===== src/rtl/data_memory_bank.sv =====
// Single-port synchronous data memory mapped at a fixed address window, with
// valid/ready requests, one-cycle responses, a hardware clear engine and error counting.
module data_memory_bank #(
    parameter int    DATA_W         = 8,
    parameter int    ADDR_W         = 8,
    parameter int    BASE_ADDR      = 64,
    parameter int    DEPTH          = 64,
    parameter bit    CLEAR_ON_RESET = 1'b1,
    parameter string INIT_FILE      = ""
) (
    input  logic              clk,
    input  logic              rst_n,
    input  logic              req_valid,
    output logic              req_ready,
    input  logic              req_we,
    input  logic [ADDR_W-1:0] req_addr,
    input  logic [DATA_W-1:0] req_wdata,
    output logic              rsp_valid,
    output logic [DATA_W-1:0] rsp_rdata,
    output logic              rsp_err,
    input  logic              clear,
    output logic              busy,
    output logic [7:0]        err_count
);

    localparam int IDX_W = (DEPTH > 1) ? $clog2(DEPTH) : 1;

    // Window bounds carry one extra bit so a window ending at 2**ADDR_W still fits.
    localparam logic [ADDR_W:0]  WIN_LO   = (ADDR_W+1)'(BASE_ADDR);
    localparam logic [ADDR_W:0]  WIN_HI   = (ADDR_W+1)'(BASE_ADDR + DEPTH);
    localparam logic [IDX_W-1:0] BASE_IDX = IDX_W'(BASE_ADDR);
    localparam logic [IDX_W-1:0] LAST_IDX = IDX_W'(DEPTH - 1);

    if (BASE_ADDR + DEPTH > 2**ADDR_W) begin : g_window_check
        $error("data_memory_bank: BASE_ADDR+DEPTH exceeds the ADDR_W address space");
    end

    if (CLEAR_ON_RESET && (INIT_FILE != "")) begin : g_init_check
        $error("data_memory_bank: INIT_FILE cannot be combined with CLEAR_ON_RESET=1");
    end

    typedef enum logic {
        S_IDLE  = 1'b0,
        S_CLEAR = 1'b1
    } state_t;

    localparam state_t RST_STATE = CLEAR_ON_RESET ? S_CLEAR : S_IDLE;

    function automatic logic [7:0] sat_inc(input logic [7:0] v);
        return (v == 8'hFF) ? v : v + 8'd1;
    endfunction

    state_t           state_q, state_d;
    logic [IDX_W-1:0] clr_idx_q, clr_idx_d;
    logic             clr_we;

    logic [DATA_W-1:0] mem [DEPTH];

    always_ff @(posedge clk or negedge rst_n) begin
        if (!rst_n) begin
            state_q   <= RST_STATE;
            clr_idx_q <= '0;
        end else begin
            state_q   <= state_d;
            clr_idx_q <= clr_idx_d;
        end
    end

    always_comb begin
        state_d   = state_q;
        clr_idx_d = clr_idx_q;
        busy      = 1'b0;
        req_ready = 1'b0;
        clr_we    = 1'b0;
        case (state_q)
            S_IDLE: begin
                req_ready = 1'b1;
                if (clear) state_d = S_CLEAR;
            end
            S_CLEAR: begin
                busy   = 1'b1;
                clr_we = 1'b1;
                if (clr_idx_q == LAST_IDX) begin
                    state_d   = S_IDLE;
                    clr_idx_d = '0;
                end else begin
                    clr_idx_d = clr_idx_q + 1'b1;
                end
            end
            default: state_d = S_IDLE;
        endcase
    end

    // Stage p0: request acceptance and address decode
    logic             acc_p0;
    logic             in_rng_p0;
    logic [IDX_W-1:0] idx_p0;

    assign acc_p0    = req_valid && req_ready;
    assign in_rng_p0 = ({1'b0, req_addr} >= WIN_LO) && ({1'b0, req_addr} < WIN_HI);
    // Low-bit subtraction is exact because an in-range offset is below 2**IDX_W.
    assign idx_p0    = IDX_W'(req_addr) - BASE_IDX;

    // The clear engine and accepted requests never share a cycle, since requests need IDLE.
    always_ff @(posedge clk) begin
        if (clr_we) begin
            mem[clr_idx_q] <= '0;
        end else if (acc_p0 && req_we && in_rng_p0) begin
            mem[idx_p0] <= req_wdata;
        end
    end

    // Stage p1: registered response and error counter
    logic              vld_p1;
    logic              err_p1;
    logic [DATA_W-1:0] rdata_p1;
    logic [7:0]        err_cnt_p1;

    always_ff @(posedge clk or negedge rst_n) begin
        if (!rst_n) begin
            vld_p1     <= 1'b0;
            err_p1     <= 1'b0;
            rdata_p1   <= '0;
            err_cnt_p1 <= '0;
        end else begin
            vld_p1 <= acc_p0;
            err_p1 <= acc_p0 && !in_rng_p0;
            if (acc_p0) begin
                if (!in_rng_p0) begin
                    rdata_p1   <= '0;
                    err_cnt_p1 <= sat_inc(err_cnt_p1);
                end else if (!req_we) begin
                    rdata_p1 <= mem[idx_p0];
                end
            end
        end
    end

    assign rsp_valid = vld_p1;
    assign rsp_err   = err_p1;
    assign rsp_rdata = rdata_p1;
    assign err_count = err_cnt_p1;

endmodule


===== config.mk =====
export PLATFORM = sky130hd
export DESIGN_NAME = data_memory_bank
export DESIGN_NICKNAME = d
export VERILOG_FILES = /design/src/rtl/data_memory_bank.sv
export SDC_FILE = /design/constraint.sdc
export NUM_CORES = 1
export LEC_CHECK = 0
export ABC_AREA = 1
export BUFFER_PORTS_ARGS = -buffer_cell sky130_fd_sc_hd__buf_2
export CELL_PAD_IN_SITES_DETAIL_PLACEMENT = 1
export CELL_PAD_IN_SITES_GLOBAL_PLACEMENT = 1
export CORE_AREA = 5 5 224 269
export DETAILED_ROUTE_END_ITERATION = 10
export DIE_AREA = 0 0 229 274
export GPL_ROUTABILITY_DRIVEN = 0
export PLACE_DENSITY = 0.67
export SLEW_MARGIN = 20
export SYNTH_ARGS = -nofsm -noshare
export SYNTH_HDL_FRONTEND = slang
export SYNTH_SLANG_ARGS = --single-unit

===== constraint.sdc =====
create_clock -name clk -period 5.7 [get_ports clk]
set_clock_uncertainty 0.05 [all_clocks]
set_input_delay 0.285 -clock clk [delete_from_list [all_inputs] [get_ports clk]]
set_output_delay 0.285 -clock clk [all_outputs]
set_load 0.01 [all_outputs]

==> impl_results.md <==
* Status: finished clean
* Clk sink count at between 500 and 600
* Req. time, crit path at 5.87 ns
* Post-CTS sizing at 0
* Final Hold Viols at 0
* Yosys warnings at 0
* GR peak layer: met2
* # Max-Cap Violations at 0
* Mapped Nets at approximately 2,000
* Largest stage delay, worst path at between 0.8 and 0.9 ns
* Hold Path Class: primary input to flop
* Final net count at roughly 2,000
* Core area at approximately 57,000 sq um
* All-Layer GR Usage at approximately a fifth
* N_diodes at 0
* PortBufs at 40
* Area of the multi-input gates at 5520 sq um
* PD cells at between 300 and 400 nW/um^2
* DIE HEIGHT at ~270 um
* Post-synthesis average cell area at about 11 sq um
* M2 GR Usage at around a third
* Fillers at 6,005
* # DRC at 0
* Seq/Total Area, Yosys at approximately 73%
* Vias in the first global route at 15,398
* First-pass GRT wire length at 94,750 um
* Met1 Use GR at between 20% and 30%
* Final setup fails at 0
* Final min period at 3.795 ns
* CTS Root Cell: clkbuf_16
* Register area at between 15,000 and 20,000 sq um
* VDD IR max at 0.2488 mV
* Largest net degree at the start of global routing at between 100 and 150
* Arrival time at the worst endpoint at about 4 ns
* Final Max Slew Viols at 0
* Cell Area, Synth at between 20,000 and 25,000 sq um
* Final WL at ~63,000 um
* Slew margin rel. at between 20% and 30%
* GR Overflow Total at 0
* Slew @ Worst Pin at 1.145 ns
* Distinct cell type count after synthesis at 30
* Synth-to-layout area growth at 12.38%
* Slowest stage cell, crit path: nor2_1
* Tot Pwr at 8.242 mW
* Crit path kind: primary input to flop
* Initial antenna violation count at 0
* DR vias/cell at between 5 and 6
* Most common cell after layout, fill and taps aside: nand2_1
* Met3 Usage GRT at ~2.5%
* Routed len/inst at between 20 and 25 um
* Synthesized instance count at 1,950
* Number of routed nets with antenna violations at 0
* Fmax at between 0.2 and 0.3 GHz
* Worst-path clk slew at 0.06 ns
* TritonRoute pass-1 iters at 5
* Clock Path Buffers at 3
* Initial core utilization at approximately two fifths
* Sum Neg Setup Slack at 0 ns
* RSZ-0062 raised after global routing: no
* CTS Buf Count at 53
* Chip Width at around 230 um
* Pleak at about 8.8 nW
* Worst setup EP type: flop
* # IOs at 41
* Synth Register Bits at between 500 and 600
* Most frequent cells in the layout: nand2_1, edfxtp_1, nand3_1, nor2_1, clkbuf_16
* CP cell instances: dlygate4sd3_1, buf_2, nor2_1, nand2_1, nor2_2, clkinv_1, buf_4, nand2_2, nand4_1, nor2_1
* Crit path top cell by count: nor2_1
* Ratio of final minimum period to clock period at between 60% and 70%
* CTS H-tree depth at 2
* Row cnt at 96
* Detailed Route Iter0 Violations at about 1,200
* Layout cells sized above 1 at about 8.3%
* Hpwl dp at between 30,000 and 40,000 um
* Crit path max fanout at 13
* Die footprint at 62,750 sq um
* Via count at 14,747
* CTS tree: done
* Worst-Skew Late Latency at between 0.6 and 0.7 ns
* CP Launch Type: primary input
-- flip-flops by register name (all words and copies together), names as in the netlist --
signal     cells
rsp_rdata      8
mem          512
err_count      8
clr_idx_q      6
rsp_valid      1
state_q        1
rsp_err        1
-- per-stage QoR --
| stage | hold WS, ns | instance area (sq um) | util, % | setup WS [ns] | std cells |
|---|---|---|---|---|---|
| 2_1_floorplan | -0.06059 | 22060 | - | 2.514 | 1950 |
| 3_3_place_gp | 0.2538 | 22960 | 40.25 | 1.893 | 2637 |
| 3_5_place_dp | 0.2740 | 22960 | 40.25 | 1.857 | 2637 |
| 4_1_cts | 0.005564 | 24780 | 43.44 | 1.893 | 2740 |
| 5_1_grt | 0.07865 | 24790 | 43.44 | 1.735 | 2740 |
| 6_report | 0.03593 | 24790 | 43.44 | 1.905 | 2740 |
-- synth_stat cells, drive strengths merged --
cell type / count / share of area [%]
a21oi: 2 / 0.045
a31oi: 1 / 0.028
buf: 46 / 0.98
clkbuf: 64 / 1.1
clkinv: 4 / 0.068
dfrtp: 24 / 2.7
dfstp: 1 / 0.12
edfxtp: 512 / 70
ha: 2 / 0.11
inv: 33 / 0.56
mux2: 1 / 0.051
nand2: 702 / 12
nand3: 446 / 10
nand4: 6 / 0.17
nor2: 82 / 1.4
nor3: 5 / 0.18
nor4: 1 / 0.028
o21a: 1 / 0.034
o21ai: 9 / 0.26
xnor2: 5 / 0.20
xor2: 3 / 0.12
-- cell type report --
type	count	area share, %
Tap cell	735	3.710
Multi-Input combinational cell	1266	22.27
Sequential cell	537	64.56
Inverter	37	0.5906
Clock buffer	68	6.128
Clock inverter	31	1.055
Timing Repair Buffer	66	1.686
-- logic make-up after synthesis --
family          after synthesis  share of synthesized area (%)
buf+inv                     147                          2.695
simple gates               1242                          23.91
mux                           1                        0.05105
fa+ha+maj                     2                         0.1134
xor+xnor                      8                         0.3177
flops                       537                          72.55
compound gates               13                         0.3631
-- metal layers --
metal	up-vias	wire, um
li1	6793	-
met1	7484	25840
met2	359	32270
met3	111	2762
met4	0	2202
met5	-	0
-- worst paths after layout --
check	from	endpoint	slack, ns	cells past startpoint
worst max-delay path	req_addr[7]	mem[54][7]	1.90	10
worst min-delay path	req_addr[6]	rsp_err	0.04	4
worst max register to register	state_q	mem[54][7]	1.94	8
worst min register to register	err_count[7]	err_count[7]	0.44	1
max in group asynchronous	rst_n	err_count[5]	5.02	2
min in group asynchronous	rst_n	clr_idx_q[2]	0.19	2
-- timing repair --
item	in CTS	in global routing
buffers inserted	0	0
hold buffers	4	0
hold endpoints to repair	28	0
-- power by group --
part	total [mW]	switching (mW)	internal (mW)
registers	4.25	0	4.25
logic	0.416	0.303	0.113
clock network	3.57	1.51	2.06
total	8.24	1.81	6.43
-- worst max-delay path, delay by kind of cell --
kind                   cells  cell delay [ns]
buffers and inverters      4             1.05
and+or+nand+nor            6             2.61
Power figures use the tool's default switching activity.
